`src/rtl/qpu_exu_disp_oitf_pkg.sv`:
```
// Shared types, default sizes and helpers for the QPU dispatch stage and its OITF.
package qpu_disp_pkg;

    localparam int XLEN_DEF       = 32;
    localparam int RFIDX_W_DEF    = 5;
    localparam int OITF_DEPTH_DEF = 4;
    localparam int QUBIT_NUM_DEF  = 8;

    // Entry fields are sized for the widest supported build; narrower builds
    // zero-extend on write and slice on read.
    localparam int RFIDX_W_MAX    = 8;
    localparam int QUBIT_NUM_MAX  = 64;

    typedef struct packed {
        logic                     valid;
        logic                     rdwen;
        logic [RFIDX_W_MAX-1:0]   rdidx;
        logic [QUBIT_NUM_MAX-1:0] qmask;
    } oitf_ent_t;

    function automatic int clog2(input int n);
        int r;
        r = 0;
        for (int i = 0; i < 31; i++)
            if ((1 << i) < n) r = i + 1;
        return r;
    endfunction

endpackage

```
`src/rtl/qpu_exu_disp_oitf_if.sv`:
```
// Decoder -> dispatch -> ALU/long-pipe handshake bundle plus the OITF retire port.
interface qpu_exu_disp_oitf_if
    import qpu_disp_pkg::*;
#(
    parameter int XLEN       = XLEN_DEF,
    parameter int RFIDX_W    = RFIDX_W_DEF,
    parameter int OITF_DEPTH = OITF_DEPTH_DEF,
    parameter int QUBIT_NUM  = QUBIT_NUM_DEF
);
    localparam int ITAG_W = clog2(OITF_DEPTH);

    logic                 disp_i_valid;
    logic                 disp_i_ready;
    logic                 disp_i_rs1en;
    logic                 disp_i_rs2en;
    logic                 disp_i_rs1x0;
    logic                 disp_i_rs2x0;
    logic [RFIDX_W-1:0]   disp_i_rs1idx;
    logic [RFIDX_W-1:0]   disp_i_rs2idx;
    logic [XLEN-1:0]      disp_i_rs1;
    logic [XLEN-1:0]      disp_i_rs2;
    logic                 disp_i_rdwen;
    logic [RFIDX_W-1:0]   disp_i_rdidx;
    logic                 disp_i_longpipe;
    logic                 disp_i_measure;
    logic                 disp_i_nqf;
    logic [QUBIT_NUM-1:0] disp_i_qubitlist;

    logic                 disp_o_alu_valid;
    logic                 disp_o_alu_ready;
    logic [XLEN-1:0]      disp_o_alu_rs1;
    logic [XLEN-1:0]      disp_o_alu_rs2;
    logic                 disp_o_alu_rdwen;
    logic [RFIDX_W-1:0]   disp_o_alu_rdidx;
    logic [ITAG_W-1:0]    disp_o_alu_itag;

    logic                 oitf_ret_ena;
    logic                 oitf_ret_rdwen;
    logic [RFIDX_W-1:0]   oitf_ret_rdidx;
    logic [QUBIT_NUM-1:0] oitf_ret_qmask;
    logic                 oitf_empty;
    logic                 oitf_full;

    modport master (
        output disp_i_valid, disp_i_rs1en, disp_i_rs2en, disp_i_rs1x0, disp_i_rs2x0,
               disp_i_rs1idx, disp_i_rs2idx, disp_i_rs1, disp_i_rs2, disp_i_rdwen,
               disp_i_rdidx, disp_i_longpipe, disp_i_measure, disp_i_nqf, disp_i_qubitlist,
               disp_o_alu_ready, oitf_ret_ena,
        input  disp_i_ready, disp_o_alu_valid, disp_o_alu_rs1, disp_o_alu_rs2,
               disp_o_alu_rdwen, disp_o_alu_rdidx, disp_o_alu_itag,
               oitf_ret_rdwen, oitf_ret_rdidx, oitf_ret_qmask, oitf_empty, oitf_full
    );

    modport slave (
        input  disp_i_valid, disp_i_rs1en, disp_i_rs2en, disp_i_rs1x0, disp_i_rs2x0,
               disp_i_rs1idx, disp_i_rs2idx, disp_i_rs1, disp_i_rs2, disp_i_rdwen,
               disp_i_rdidx, disp_i_longpipe, disp_i_measure, disp_i_nqf, disp_i_qubitlist,
               disp_o_alu_ready, oitf_ret_ena,
        output disp_i_ready, disp_o_alu_valid, disp_o_alu_rs1, disp_o_alu_rs2,
               disp_o_alu_rdwen, disp_o_alu_rdidx, disp_o_alu_itag,
               oitf_ret_rdwen, oitf_ret_rdidx, oitf_ret_qmask, oitf_empty, oitf_full
    );

endinterface

```
`src/rtl/qpu_exu_disp_oitf_fifo.sv`:
```
// OITF storage: in-order ring with wrap-bit pointers, per-entry index matches and qmask OR.
// Macro QPU_DISP_OITF_RET_BYPASS_EN hides the retiring head entry from same-cycle checks.
module qpu_oitf_fifo
    import qpu_disp_pkg::*;
#(
    parameter int  DEPTH     = OITF_DEPTH_DEF,
    parameter int  RFIDX_W   = RFIDX_W_DEF,
    parameter int  QUBIT_NUM = QUBIT_NUM_DEF,
    localparam int IDX_W     = clog2(DEPTH)
)(
    input  logic                  clk,
    input  logic                  rst,
    input  logic                  i_alloc,
    input  logic                  i_alloc_rdwen,
    input  logic [RFIDX_W-1:0]    i_alloc_rdidx,
    input  logic [QUBIT_NUM-1:0]  i_alloc_qmask,
    input  logic                  i_ret,
    input  logic [RFIDX_W-1:0]    i_idx0,
    input  logic [RFIDX_W-1:0]    i_idx1,
    input  logic [RFIDX_W-1:0]    i_idx2,
    output logic [DEPTH-1:0]      o_match0,
    output logic [DEPTH-1:0]      o_match1,
    output logic [DEPTH-1:0]      o_match2,
    output logic [QUBIT_NUM-1:0]  o_qmask_or,
    output logic                  o_full_chk,
    output logic [IDX_W-1:0]      o_itag,
    output logic                  o_full,
    output logic                  o_empty,
    output logic                  o_ret_rdwen,
    output logic [RFIDX_W-1:0]    o_ret_rdidx,
    output logic [QUBIT_NUM-1:0]  o_ret_qmask
);
    localparam int PTR_W = IDX_W + 1;

    oitf_ent_t                         r_ent [DEPTH];
    logic [PTR_W-1:0]                  r_wptr, r_rptr;
    logic [IDX_W-1:0]                  w_widx, w_ridx;
    logic                              w_ret_fire;
    logic [DEPTH-1:0]                  w_live;
    logic [DEPTH-1:0][QUBIT_NUM-1:0]   w_qm;

    assign w_widx     = r_wptr[IDX_W-1:0];
    assign w_ridx     = r_rptr[IDX_W-1:0];
    assign o_itag     = w_widx;
    assign o_empty    = (r_wptr == r_rptr);
    assign o_full     = (w_widx == w_ridx) & (r_wptr[IDX_W] != r_rptr[IDX_W]);
    assign w_ret_fire = i_ret & ~o_empty;

    always_comb begin
        for (int i = 0; i < DEPTH; i++) w_live[i] = r_ent[i].valid;
`ifdef QPU_DISP_OITF_RET_BYPASS_EN
        if (w_ret_fire) w_live[w_ridx] = 1'b0;
`endif
    end

`ifdef QPU_DISP_OITF_RET_BYPASS_EN
    assign o_full_chk = o_full & ~w_ret_fire;
`else
    assign o_full_chk = o_full;
`endif

    for (genvar g = 0; g < DEPTH; g++) begin : g_ent
        logic w_rdhit;
        assign w_rdhit     = w_live[g] & r_ent[g].rdwen;
        assign o_match0[g] = w_rdhit & (r_ent[g].rdidx[RFIDX_W-1:0] == i_idx0);
        assign o_match1[g] = w_rdhit & (r_ent[g].rdidx[RFIDX_W-1:0] == i_idx1);
        assign o_match2[g] = w_rdhit & (r_ent[g].rdidx[RFIDX_W-1:0] == i_idx2);
        assign w_qm[g]     = w_live[g] ? r_ent[g].qmask[QUBIT_NUM-1:0] : '0;
    end

    always_comb begin
        o_qmask_or = '0;
        for (int i = 0; i < DEPTH; i++) o_qmask_or = o_qmask_or | w_qm[i];
    end

    assign o_ret_rdwen = ~o_empty & r_ent[w_ridx].rdwen;
    assign o_ret_rdidx = o_empty ? '0 : r_ent[w_ridx].rdidx[RFIDX_W-1:0];
    assign o_ret_qmask = o_empty ? '0 : r_ent[w_ridx].qmask[QUBIT_NUM-1:0];

    // With the retire bypass a full ring can retire and allocate the same slot;
    // the allocate write comes last so the new entry wins.
    always_ff @(posedge clk) begin
        if (rst) begin
            r_wptr <= '0;
            r_rptr <= '0;
            for (int i = 0; i < DEPTH; i++) r_ent[i] <= '0;
        end else begin
            if (w_ret_fire) begin
                r_ent[w_ridx].valid <= 1'b0;
                r_rptr              <= r_rptr + PTR_W'(1);
            end
            if (i_alloc) begin
                r_ent[w_widx].valid <= 1'b1;
                r_ent[w_widx].rdwen <= i_alloc_rdwen;
                r_ent[w_widx].rdidx <= RFIDX_W_MAX'(i_alloc_rdidx);
                r_ent[w_widx].qmask <= QUBIT_NUM_MAX'(i_alloc_qmask);
                r_wptr              <= r_wptr + PTR_W'(1);
            end
        end
    end

endmodule

```
`src/rtl/qpu_exu_disp_oitf.sv`:
```
// QPU dispatch stage: RAW/WAW and qubit hazard stall against the OITF, operand forwarding.
// Macro QPU_DISP_OITF_RET_BYPASS_EN lets a same-cycle retire unblock dispatch.
module qpu_exu_disp_oitf
    import qpu_disp_pkg::*;
#(
    parameter int XLEN       = XLEN_DEF,
    parameter int RFIDX_W    = RFIDX_W_DEF,
    parameter int OITF_DEPTH = OITF_DEPTH_DEF,
    parameter int QUBIT_NUM  = QUBIT_NUM_DEF
)(
    input  logic               clk,
    input  logic               rst,
    qpu_exu_disp_oitf_if.slave disp
);
    logic [OITF_DEPTH-1:0] w_m_rs1, w_m_rs2, w_m_rd;
    logic [QUBIT_NUM-1:0]  w_qmask_inflight;
    logic                  w_full_chk;
    logic                  w_haz_rs1, w_haz_rs2, w_haz_rd, w_haz_full, w_haz_q;
    logic                  w_stall, w_fire, w_alloc;

    assign w_haz_rs1  = disp.disp_i_rs1en & ~disp.disp_i_rs1x0 & (|w_m_rs1);
    assign w_haz_rs2  = disp.disp_i_rs2en & ~disp.disp_i_rs2x0 & (|w_m_rs2);
    assign w_haz_rd   = disp.disp_i_rdwen & (|w_m_rd);
    assign w_haz_full = disp.disp_i_longpipe & w_full_chk;
    assign w_haz_q    = (disp.disp_i_measure | disp.disp_i_nqf)
                      & (|(disp.disp_i_qubitlist & w_qmask_inflight));
    assign w_stall    = w_haz_rs1 | w_haz_rs2 | w_haz_rd | w_haz_full | w_haz_q;

    assign disp.disp_o_alu_valid = disp.disp_i_valid & ~w_stall;
    assign disp.disp_i_ready     = disp.disp_o_alu_ready & ~w_stall;
    assign w_fire                = disp.disp_i_valid & disp.disp_i_ready;
    assign w_alloc               = w_fire & disp.disp_i_longpipe;

    assign disp.disp_o_alu_rs1   = disp.disp_i_rs1x0 ? XLEN'(0) : disp.disp_i_rs1;
    assign disp.disp_o_alu_rs2   = disp.disp_i_rs2x0 ? XLEN'(0) : disp.disp_i_rs2;
    assign disp.disp_o_alu_rdwen = disp.disp_i_rdwen;
    assign disp.disp_o_alu_rdidx = disp.disp_i_rdidx;

    // Only measurements reserve qubits; FMR just checks them.
    qpu_oitf_fifo #(
        .DEPTH     (OITF_DEPTH),
        .RFIDX_W   (RFIDX_W),
        .QUBIT_NUM (QUBIT_NUM)
    ) u_oitf (
        .clk           (clk),
        .rst           (rst),
        .i_alloc       (w_alloc),
        .i_alloc_rdwen (disp.disp_i_rdwen),
        .i_alloc_rdidx (disp.disp_i_rdidx),
        .i_alloc_qmask (disp.disp_i_measure ? disp.disp_i_qubitlist : '0),
        .i_ret         (disp.oitf_ret_ena),
        .i_idx0        (disp.disp_i_rs1idx),
        .i_idx1        (disp.disp_i_rs2idx),
        .i_idx2        (disp.disp_i_rdidx),
        .o_match0      (w_m_rs1),
        .o_match1      (w_m_rs2),
        .o_match2      (w_m_rd),
        .o_qmask_or    (w_qmask_inflight),
        .o_full_chk    (w_full_chk),
        .o_itag        (disp.disp_o_alu_itag),
        .o_full        (disp.oitf_full),
        .o_empty       (disp.oitf_empty),
        .o_ret_rdwen   (disp.oitf_ret_rdwen),
        .o_ret_rdidx   (disp.oitf_ret_rdidx),
        .o_ret_qmask   (disp.oitf_ret_qmask)
    );

endmodule

```
`src/flat_wrapper.sv`:
```
// flat-port wrapper written by rule: the top's interface ports become plain ports
module qpu_exu_disp_oitf_flat import qpu_disp_pkg::*;
#(
    parameter int XLEN       = XLEN_DEF,
    parameter int RFIDX_W    = RFIDX_W_DEF,
    parameter int OITF_DEPTH = OITF_DEPTH_DEF,
    parameter int QUBIT_NUM  = QUBIT_NUM_DEF
)
  (clk, rst, disp_disp_i_valid, disp_disp_i_rs1en, disp_disp_i_rs2en, disp_disp_i_rs1x0, disp_disp_i_rs2x0, disp_disp_i_rs1idx, disp_disp_i_rs2idx, disp_disp_i_rs1, disp_disp_i_rs2, disp_disp_i_rdwen, disp_disp_i_rdidx, disp_disp_i_longpipe, disp_disp_i_measure, disp_disp_i_nqf, disp_disp_i_qubitlist, disp_disp_o_alu_ready, disp_oitf_ret_ena, disp_disp_i_ready, disp_disp_o_alu_valid, disp_disp_o_alu_rs1, disp_disp_o_alu_rs2, disp_disp_o_alu_rdwen, disp_disp_o_alu_rdidx, disp_disp_o_alu_itag, disp_oitf_ret_rdwen, disp_oitf_ret_rdidx, disp_oitf_ret_qmask, disp_oitf_empty, disp_oitf_full);
  qpu_exu_disp_oitf_if #(.XLEN(XLEN), .RFIDX_W(RFIDX_W), .OITF_DEPTH(OITF_DEPTH), .QUBIT_NUM(QUBIT_NUM)) disp_i ();
  input  logic clk;
  input  logic rst;
  input wire logic [$bits(disp_i.disp_i_valid)-1:0] disp_disp_i_valid;
  input wire logic [$bits(disp_i.disp_i_rs1en)-1:0] disp_disp_i_rs1en;
  input wire logic [$bits(disp_i.disp_i_rs2en)-1:0] disp_disp_i_rs2en;
  input wire logic [$bits(disp_i.disp_i_rs1x0)-1:0] disp_disp_i_rs1x0;
  input wire logic [$bits(disp_i.disp_i_rs2x0)-1:0] disp_disp_i_rs2x0;
  input wire logic [$bits(disp_i.disp_i_rs1idx)-1:0] disp_disp_i_rs1idx;
  input wire logic [$bits(disp_i.disp_i_rs2idx)-1:0] disp_disp_i_rs2idx;
  input wire logic [$bits(disp_i.disp_i_rs1)-1:0] disp_disp_i_rs1;
  input wire logic [$bits(disp_i.disp_i_rs2)-1:0] disp_disp_i_rs2;
  input wire logic [$bits(disp_i.disp_i_rdwen)-1:0] disp_disp_i_rdwen;
  input wire logic [$bits(disp_i.disp_i_rdidx)-1:0] disp_disp_i_rdidx;
  input wire logic [$bits(disp_i.disp_i_longpipe)-1:0] disp_disp_i_longpipe;
  input wire logic [$bits(disp_i.disp_i_measure)-1:0] disp_disp_i_measure;
  input wire logic [$bits(disp_i.disp_i_nqf)-1:0] disp_disp_i_nqf;
  input wire logic [$bits(disp_i.disp_i_qubitlist)-1:0] disp_disp_i_qubitlist;
  input wire logic [$bits(disp_i.disp_o_alu_ready)-1:0] disp_disp_o_alu_ready;
  input wire logic [$bits(disp_i.oitf_ret_ena)-1:0] disp_oitf_ret_ena;
  output wire logic [$bits(disp_i.disp_i_ready)-1:0] disp_disp_i_ready;
  output wire logic [$bits(disp_i.disp_o_alu_valid)-1:0] disp_disp_o_alu_valid;
  output wire logic [$bits(disp_i.disp_o_alu_rs1)-1:0] disp_disp_o_alu_rs1;
  output wire logic [$bits(disp_i.disp_o_alu_rs2)-1:0] disp_disp_o_alu_rs2;
  output wire logic [$bits(disp_i.disp_o_alu_rdwen)-1:0] disp_disp_o_alu_rdwen;
  output wire logic [$bits(disp_i.disp_o_alu_rdidx)-1:0] disp_disp_o_alu_rdidx;
  output wire logic [$bits(disp_i.disp_o_alu_itag)-1:0] disp_disp_o_alu_itag;
  output wire logic [$bits(disp_i.oitf_ret_rdwen)-1:0] disp_oitf_ret_rdwen;
  output wire logic [$bits(disp_i.oitf_ret_rdidx)-1:0] disp_oitf_ret_rdidx;
  output wire logic [$bits(disp_i.oitf_ret_qmask)-1:0] disp_oitf_ret_qmask;
  output wire logic [$bits(disp_i.oitf_empty)-1:0] disp_oitf_empty;
  output wire logic [$bits(disp_i.oitf_full)-1:0] disp_oitf_full;
  assign disp_i.disp_i_valid = disp_disp_i_valid;
  assign disp_i.disp_i_rs1en = disp_disp_i_rs1en;
  assign disp_i.disp_i_rs2en = disp_disp_i_rs2en;
  assign disp_i.disp_i_rs1x0 = disp_disp_i_rs1x0;
  assign disp_i.disp_i_rs2x0 = disp_disp_i_rs2x0;
  assign disp_i.disp_i_rs1idx = disp_disp_i_rs1idx;
  assign disp_i.disp_i_rs2idx = disp_disp_i_rs2idx;
  assign disp_i.disp_i_rs1 = disp_disp_i_rs1;
  assign disp_i.disp_i_rs2 = disp_disp_i_rs2;
  assign disp_i.disp_i_rdwen = disp_disp_i_rdwen;
  assign disp_i.disp_i_rdidx = disp_disp_i_rdidx;
  assign disp_i.disp_i_longpipe = disp_disp_i_longpipe;
  assign disp_i.disp_i_measure = disp_disp_i_measure;
  assign disp_i.disp_i_nqf = disp_disp_i_nqf;
  assign disp_i.disp_i_qubitlist = disp_disp_i_qubitlist;
  assign disp_i.disp_o_alu_ready = disp_disp_o_alu_ready;
  assign disp_i.oitf_ret_ena = disp_oitf_ret_ena;
  assign disp_disp_i_ready = disp_i.disp_i_ready;
  assign disp_disp_o_alu_valid = disp_i.disp_o_alu_valid;
  assign disp_disp_o_alu_rs1 = disp_i.disp_o_alu_rs1;
  assign disp_disp_o_alu_rs2 = disp_i.disp_o_alu_rs2;
  assign disp_disp_o_alu_rdwen = disp_i.disp_o_alu_rdwen;
  assign disp_disp_o_alu_rdidx = disp_i.disp_o_alu_rdidx;
  assign disp_disp_o_alu_itag = disp_i.disp_o_alu_itag;
  assign disp_oitf_ret_rdwen = disp_i.oitf_ret_rdwen;
  assign disp_oitf_ret_rdidx = disp_i.oitf_ret_rdidx;
  assign disp_oitf_ret_qmask = disp_i.oitf_ret_qmask;
  assign disp_oitf_empty = disp_i.oitf_empty;
  assign disp_oitf_full = disp_i.oitf_full;
  qpu_exu_disp_oitf #(.XLEN(XLEN), .RFIDX_W(RFIDX_W), .OITF_DEPTH(OITF_DEPTH), .QUBIT_NUM(QUBIT_NUM)) u_core (.clk(clk), .rst(rst), .disp(disp_i));
endmodule
```
`config.mk`:
```
export PLATFORM = sky130hd
export DESIGN_NAME = qpu_exu_disp_oitf_flat
export DESIGN_NICKNAME = d
export VERILOG_FILES = /design/src/rtl/qpu_exu_disp_oitf_pkg.sv /design/src/rtl/qpu_exu_disp_oitf_if.sv /design/src/rtl/qpu_exu_disp_oitf_fifo.sv /design/src/rtl/qpu_exu_disp_oitf.sv /design/src/flat_wrapper.sv
export SDC_FILE = /design/constraint.sdc
export NUM_CORES = 1
export LEC_CHECK = 0
export CORE_ASPECT_RATIO = 1.1
export CORE_MARGIN = 1
export CORE_UTILIZATION = 44
export CTS_CLUSTER_SIZE = 10
export DETAILED_ROUTE_END_ITERATION = 8
export HOLD_SLACK_MARGIN = 0.12
export PLACE_DENSITY = 0.81
export SYNTH_ARGS = -nofsm -noshare
export SYNTH_HDL_FRONTEND = slang
export SYNTH_SLANG_ARGS = --single-unit
```
`constraint.sdc`:
```
create_clock -name clk -period 3.8 [get_ports clk]
set_input_delay 0.57 -clock clk [delete_from_list [all_inputs] [get_ports clk]]
set_output_delay 0.57 -clock clk [all_outputs]
set_load 0.005 [all_outputs]
```
After elaboration in Yosys (flattened, before gate mapping)

Memory sizes are Yosys's and may differ from the RTL's. A register that Yosys moved wholly into a read port is not among the register bits.
Index checks and enable logic that the tools add are counted.

Flip-flop bits (word level): 6
Latch bits: 0
Bits in writable memories: 60
Bits in read-only memories: 0
Input bits: 100
Logic and storage cells: 94
Memories kept: 1

$add $sub $neg: 2
$mul: 0
Divide/modulo/power cells: 0
$lt $le $gt $ge: 0
Eq/ne operators: 15
Shift operators: 0
Multiplexer cells: 25
Bitwise operators: 43
Reduce and logical (&&, ||, !) cells: 6

Memories:

| name                | words | bits a word | read ports | clocked after memory_dff | wr ports | RTL line                     | text |
|---|---|---|---|---|---|---|---|
| u_core.u_oitf.r_ent | 4     | 15          | 5          | 1                        | 4        | qpu_exu_disp_oitf_fifo.sv:35 | `oitf_ent_t r_ent [DEPTH];` |

Operators with widths:

| cell                                         | count |
|---|---|
| 2-to-1 mux 32 bit                            | 2 |
| == test 5 bit                                | 12 |
| 2-to-1 mux 8 bit                             | 6 |
| AND 1 bit                                    | 30 |
| 2-to-1 mux 15 bit                            | 2 |
| OR reduction 15 bit                          | 2 |
| bitwise OR 8 bit                             | 3 |
| OR reduction 4 bit                           | 3 |
| 2-to-1 mux 2 bit                             | 5 |
| 2-to-1 mux 1 bit                             | 9 |
| AND 8 bit                                    | 1 |
| OR reduction 8 bit                           | 1 |
| adder 3 x 1 -> 3 bit (second input constant) | 2 |
| 2-to-1 mux 5 bit                             | 1 |
| bitwise OR 1 bit                             | 5 |
| inverter 1 bit                               | 4 |
| == test 3 bit                                | 1 |
| == test 2 bit                                | 1 |
| inequality test 1 bit                        | 1 |

Logic depth before layout (Yosys ltp)

An unclocked memory read counts as a cell.

Depth after elaboration: 18
Mapped depth: 9
Depth with buffers taken out: 7

Hierarchy

A second synthesis with hierarchy kept.

Cell total of the unflattened synthesis: 467
Area total of the unflattened synthesis: 4798.4 µm²

Modules (own cells, without submodules):

| module            | instances | cells an instance | area an instance (µm²) |
|---|---|---|---|
| qpu_oitf_fifo     | 1         | 364               | 4154.0 |
| qpu_exu_disp_oitf | 1         | 103               | 644.4 |

Worst setup path after synthesis

No wires, ideal clock.

Kind: input -> register
Start point: input port disp_disp_i_rs2idx[2]
End point: memory u_core.u_oitf.r_ent[3][0] (netlist bit) (enable)
Setup time: 0.404 ns
Data arrival time: 2.753 ns
Data required time: 3.396 ns
Setup slack: 0.643 ns
Stages: 7
Buffers on the path: 1
Cell sequence: buf_2 > xnor2_1 > nand4_1 > nor3_1 > o41ai_4 > nand4_4 > o21ai_0

RTL lines:

| item        | RTL line                     | text |
|---|---|---|
| from (decl) | flat_wrapper.sv:19           | `input wire logic [$bits(disp_i.disp_i_rs2idx)-1:0] disp_disp_i_rs2idx;` |
| to (decl)   | qpu_exu_disp_oitf_fifo.sv:35 |  |

Worst setup path in the final report

Start point: input port disp_disp_i_rdidx[4]
End point: output port disp_disp_o_alu_valid

Cells in the longest elaborated chain, start to end: 9
Elaborated cells on any way between the ends: 15

RTL lines:

| item                            | RTL line                     | text |
|---|---|---|
| from (decl)                     | flat_wrapper.sv:23           | `input wire logic [$bits(disp_i.disp_i_rdidx)-1:0] disp_disp_i_rdidx;` |
| == test 5 bit                   | qpu_exu_disp_oitf_fifo.sv:67 | `assign o_match2[g] = w_rdhit & (r_ent[g].rdidx[RFIDX_W-1:0] == i_idx2);` |
| AND 1 bit                       | qpu_exu_disp_oitf_fifo.sv:67 |  |
| OR reduction 4 bit *            | qpu_exu_disp_oitf.sv:23      | `assign w_haz_rd = disp.disp_i_rdwen & (\|w_m_rd);` |
| AND 1 bit *                     | qpu_exu_disp_oitf.sv:23      |  |
| bitwise OR 1 bit * (3 in a row) | qpu_exu_disp_oitf.sv:27      | `assign w_stall = w_haz_rs1 \| w_haz_rs2 \| w_haz_rd \| w_haz_full \| w_haz_q;` |
| inverter 1 bit *                | qpu_exu_disp_oitf.sv:29      | `assign disp.disp_o_alu_valid = disp.disp_i_valid & ~w_stall;` |
| AND 1 bit *                     | qpu_exu_disp_oitf.sv:29      |  |
| to (decl)                       | flat_wrapper.sv:31           | `output wire logic [$bits(disp_i.disp_o_alu_valid)-1:0] disp_disp_o_alu_valid;` |

Mark *: on every way between the ends. The rest lies on a longest branch, timed or not.

==> out/metrics.cfg <==
[place]
hpwl_um=10500
place_area_um2=6670
port_buffers=189
gp_congestion=0.906

[pwr]
p_clk_share_pct=38.7
pwr-share-comb_pct=22.4
finalPower_mw=2.24
power.switching_uw=529
power.density_nw_per_um2=321
seq_power_share_pct=38.9
leakage_nw=2.58
irDropWorstVdd_mv=0.170
sw_frac_of_total_pct=23.6
intPower_mw=1.71

[clock_tree]
cts_setup_buffers=0
cts_tree=built
clkTransAtPathRegs_ns=0.05
cts.htree.levels=3
postCtsHoldBufs=0
clk_path_buf_depth=2
root_buffer=clkbuf_16
numCtsBuffers=9
ctsResizeCount=0
clock-sinks=68
worstSkewPairLatency_ns=0.33

[synth]
synth_top_family_by_area=simple AND/OR/NAND/NOR gates
synth.avg_cell_area_um2=10.7
yosys_warnings=0
synth-xor-area-share_pct=12.0
synth.distinct_cells=39
synthesis.area_um2=4740
synth_area_leaders=edfxtp_1 (35%), nor2b_1 (11%), xnor2_1 (9.2%)
synth_nets=549
synth_simple_gate_area_share_pct=26.4
synth.top_cell.area_share_pct=35.5
synthMuxAreaShare_pct=7.31
yosysTopAreaCell=edfxtp_1
synth_seq_cells=68
synth_compound_area_share_pct=6.73
synthAdderAreaFrac_pct=1.32
synthCells=444
synth.yosys.seq_area_share_pct=40.5

[sta]
report.final.hold_viol_count=0
slew_headroom_pct=51.1
fin_crit_ns=3.50
skew_ns=0.00537
final_max_slew_viol_count=0
min_period_over_period_pct=92.2
tns_ns=0
rsz0062_at_grt=false
tightest_slew_ns=0.733
final-setup-viol-count=0
fmax_mhz=285

[drt]
wl_per_cell_um=18.7
vias=4048
vias_per_cell=5.31
drt_iter0_drc=271
wl_um=14300
drcViolationCount=0
firstDrtPassIters=4
drtAntennaViolNets=0

[global_routing]
grt_max_degree=34
grt_pass1_wl_um=22400
gr-usage-met3_pct=4.67
gr-total-overflow=0
use_met2_pct=46.4
grt_busiest_layer=met2
grt_util_met1_pct=32.0
antenna_found_initial=0
grt_pass1_vias=4254
grt_usage_pct=26.6

[cells_and_area]
finalNetCount=720
area_growth_pct=47.3
drive_above_1_share_pct=8.23
mostFrequentLayoutCells=clkdlybuf4s50_1 (189), nor2b_1 (80), edfxtp_1 (56)
fin_util_pct=66.9
antenna_cells=0
layout_commonest_cell=clkdlybuf4s50_1
finalInstanceArea_um2=6980

[floorplan]
io_pins=190
row_count=39
core_area_um2=10400
initial_utilization_pct=45.4
die_w_um=101
dieArea_um2=11200
die_y_um=111

[critical_path]
path_class=in2out
critPathRequiredTime_ns=3.23
arrival_ns=2.93
end_kind=primary output
path_max_fanout=9
startpoint_type=primary input

[worst_hold_path]
hp-class=reg2reg

[flow_run]
maxCapViolations=0

[status]
status=complete, no violations

## layer usage
layer	wire, um	vias up
met3	1200	29
li1	-	1889
met2	7400	223
met4	364	0
met5	0	-
met1	5330	1907
## stage by stage
step	hold WS (ns)	std cells	worst slack (ns)
detailed placement	0.501	747	0.300
floorplan	0.470	444	0.643
global placement	0.487	747	0.324
CTS	0.509	763	0.288
global route	0.535	763	0.110
finish	0.504	763	0.296
## final cells by class
class | instances | area, um^2
sequential | 68 | 1920
fill | 822 | 3460
timing repair buffer | 203 | 2000
inverter | 7 | 26.3
clock inverter | 5 | 76.3
multi-input combinational | 326 | 2550
tap | 143 | 179
clock buffer | 11 | 233
## critical path: stages
cell and delay (ns):
clkdlybuf4s50_1 0.61, xnor2_1 0.22, nand4_1 0.11, nor3_1 0.08, o41ai_4 0.40, nand4_4 0.13, a21oi_1 0.16, and2_1 0.14
clkdlybuf4s50_1 0.51
## kinds of logic (layout without fill, tap and decap cells)
family          count (synthesis)  after routing
mux                            17             17
flops                          68             68
compound gates                 35             35
xor+xnor                       65             65
buf+inv                        50            226
simple gates                  204            204
fa+ha+maj                       5              5
## power by group through the flow
stage / Clock, mW / Sequential [mW] / Combinational (mW)
final: 0.867 / 0.873 / 0.503
after global routing: 0.899 / 0.876 / 0.540
after CTS: 0.867 / 0.872 / 0.505
after detailed placement: 0 / 0.887 / 0.501
after global placement: 0 / 0.885 / 0.491
after floorplan: 0 / 0.871 / 0.236
## flip-flops by register name, summed over array words and instances (netlist names), named ones only
signal	count
u_core.u_oitf.r_ent	60
u_core.u_oitf.r_rptr	3
u_core.u_oitf.r_wptr	3
## path summary, 6_finish.rpt
check                                                         startpoint                                 endpoint  slack (ns)  cells past startpoint
worst max-delay path                                disp_disp_i_rdidx[4]                    disp_disp_o_alu_valid        0.30                      9
worst min-delay path                u_core.u_oitf.r_wptr[2]$_SDFFE_PP0P_     u_core.u_oitf.r_wptr[2]$_SDFFE_PP0P_        0.50                      2
worst max register to register  u_core.u_oitf.r_ent[0][10]$_SDFFCE_PN0P_  u_core.u_oitf.r_ent[3][0]$_SDFFCE_PN0P_        1.15                      8
worst min register to register      u_core.u_oitf.r_wptr[2]$_SDFFE_PP0P_     u_core.u_oitf.r_wptr[2]$_SDFFE_PP0P_        0.50                      2
## synthesized netlist by cell type (all sizes together)
library cell / count
mux2i: 2
nor2: 10
dfxtp: 12
a22oi: 20
xnor2: 50
buf: 26
nand2: 18
ha: 5
a41o: 1
nand3: 1
o311ai: 1
nor3: 17
xor2: 15
and3: 33
edfxtp: 56
o2111ai: 1
clkbuf: 17
or3: 1
or3b: 1
o21ai: 3
inv: 7
a21oi: 2
o211ai: 1
mux2: 1
nand2b: 1
nor2b: 80
a31o: 3
o41ai: 3
and2: 26
nand4: 13
or2: 3
mux4: 14
Power figures use the tool's default switching activity.
==> RTL edit (same flow settings) <==
Change the package constant `XLEN_DEF` from 32 to 64.
--- a/src/rtl/qpu_exu_disp_oitf_pkg.sv
+++ b/src/rtl/qpu_exu_disp_oitf_pkg.sv
@@ -2,5 +2,5 @@
 package qpu_disp_pkg;
 
-    localparam int XLEN_DEF       = 32;
+    localparam int XLEN_DEF       = 64;
     localparam int RFIDX_W_DEF    = 5;
     localparam int OITF_DEPTH_DEF = 4;
Ports: changed (resized disp_disp_i_rs1, disp_disp_i_rs2, disp_disp_o_alu_rs1 and disp_disp_o_alu_rs2); port bits go from 190 to 318. The function was not compared with the original's and may differ.
==> RTL edit against the original RTL <==
- sequential cell count unchanged
- die area increased by 8.8%
- routed wire length increased by 52%
- cell area increased by 25%
- area after synthesis increased by 8.9%
- clock power increased by 12%
- synthesized cell count increased by 16%
- largest power group is now the clock network
- total power increased by 14%
- worst setup slack got worse by 0.21 ns
- non-clock buffer count increased by 132
==> RTL edit: results (changes against the original RTL) <==
status: "complete, no violations"
detailedPlacementHpwl_um: 17400  # +65%
timing.critical_path.arrival_ns: 3.14  # +0.21 ns
wl_per_cell_um: 22.5  # +20%
yosys-mux-area-fraction_pct: 6.71  # -0.60 points
synth_adder_area_share_pct: 1.21  # -0.11 points
flop_to_flop_setup_slack_ns: 1.12  # -0.03 ns
yosys-top-cells-count: "144 x nor2b_1, 56 x edfxtp_1, 50 x xnor2_1, 33 x and3_1, 26 x and2_1"
globalRouteMet2Util_pct: 56.0  # +9.6 points
drive_gt1_share_pct: 7.48  # -0.75 points
slew-limit-headroom_pct: 51.2  # +0.15 points
final.period_utilization_pct: 97.7  # +5.5 points
vdd.ir_drop.worst_uv: 186  # +9.8%
bufAreaShareNonClock_pct: 37.8  # +9.2 points
synth_xor_area_share_pct: 11.0  # -0.98 points
largest_net_degree_at_the_start_of_global_routing: 48  # +41%
ctsResizeCount: 0  # unchanged
route.top_layer_used: "met4"
endpoint: "disp_disp_i_ready"
grt_pass1_wl_um: 31200  # +39%
final.signal_buffer_count: 335  # +65%
power.static_leakage_uw: 0.00325  # +26%
layout.area.top_class: "buffers"
first_pass_iters: 5  # +1
synth_cell_type_count: 40  # +2.6%
final_nets: 980  # +36%
multi_input_area_share_pct: 33.7  # -2.8 points
track_usage_pct: 35.2  # +8.6 points
fin_skew_ns: 0.00701  # +0.00164 ns
antennaDiodeCount: 2  # +2
gpl.final_weighted_congestion: 0.987  # +8.9%
worstReg2RegEnd: "u_core.u_oitf.r_ent[3][4]"
fin_hold_ws_ns: 0.529  # +0.0242 ns
globalRouteMet1Util_pct: 47.3  # +15 points
met1_length_um: 8400  # +57%
port_buffers: 317  # +68%
dp_worst_setup_slack_ns: 0.0728  # -0.227 ns
wl_met2_um: 10100  # +37%
synth-edff-count: 56  # unchanged
antenna_found_initial: 2  # +2
synthesized_area_fraction_occupied_by_ao_oa_aoi_and_oai_cells_pct: 6.18  # -0.55 points
drt_iter0_drc: 479  # +77%
fillCellCount: 730  # -11%
synth_fp_nets: 685  # +25%
power_frac_seq_pct: 34.1  # -4.8 points
met3_layer_wire_length_in_the_routed_design_um: 2800  # +130%
regToRegStartpoint: "u_core.u_oitf.r_ent[0][14]"
final-clk-cell-share_pct: 3.99  # -0.43 points
critical_path.startpoint: "disp_disp_i_rdidx[3]"
comb_cell_power_uw: 717  # +43%
vias_in_the_first_global_route: 5017  # +18%
vias_per_cell: 5.44  # +2.6%
synth_sequential_area_ratio_pct: 37.2  # -3.3 points
multi_input_comb_cells: 390  # +20%
use_met3_pct: 9.73  # +5.1 points
power.share.switching_pct: 25.3  # +1.7 points
==> RTL edit: changes by cell type in the layout (fill, tap and decap cells not counted), moves of 2 or more <==
cell	change
clkdlybuf4s50_1	+125
buf_2	+2
diode_2	+2
nor2b_1	+64
clkbuf_1	-2
clkinv_1	-2
buf_4	+4
==> RTL edit: per-stage QoR <==
step                area [um^2]  total power, uW  instances  utilization [%]
finish                     8740             2570        968             76.4
global route               8730             2640        966             76.4
CTS                        8730             2560        966             76.3
detailed placement         8380             1600        950             73.3
global placement           8380             1580        950             73.3
floorplan                  5160             1150        516                -
==> RTL edit: logic make-up after synthesis <==
kind of cell	after synthesis
buf+inv	58
flops	68
compound gates	35
mux	17
fa+ha+maj	5
xor+xnor	65
simple gates	268
==> RTL edit: worst max-delay path, stage by stage <==
cell and delay [ns]:
clkdlybuf4s50_1 0.65, xnor2_1 0.22, nand4_1 0.13, nor3_1 0.09, o41ai_4 0.40, nand4_4 0.16, a21oi_1 0.21, and2_1 0.17
clkdlybuf4s50_1 0.53
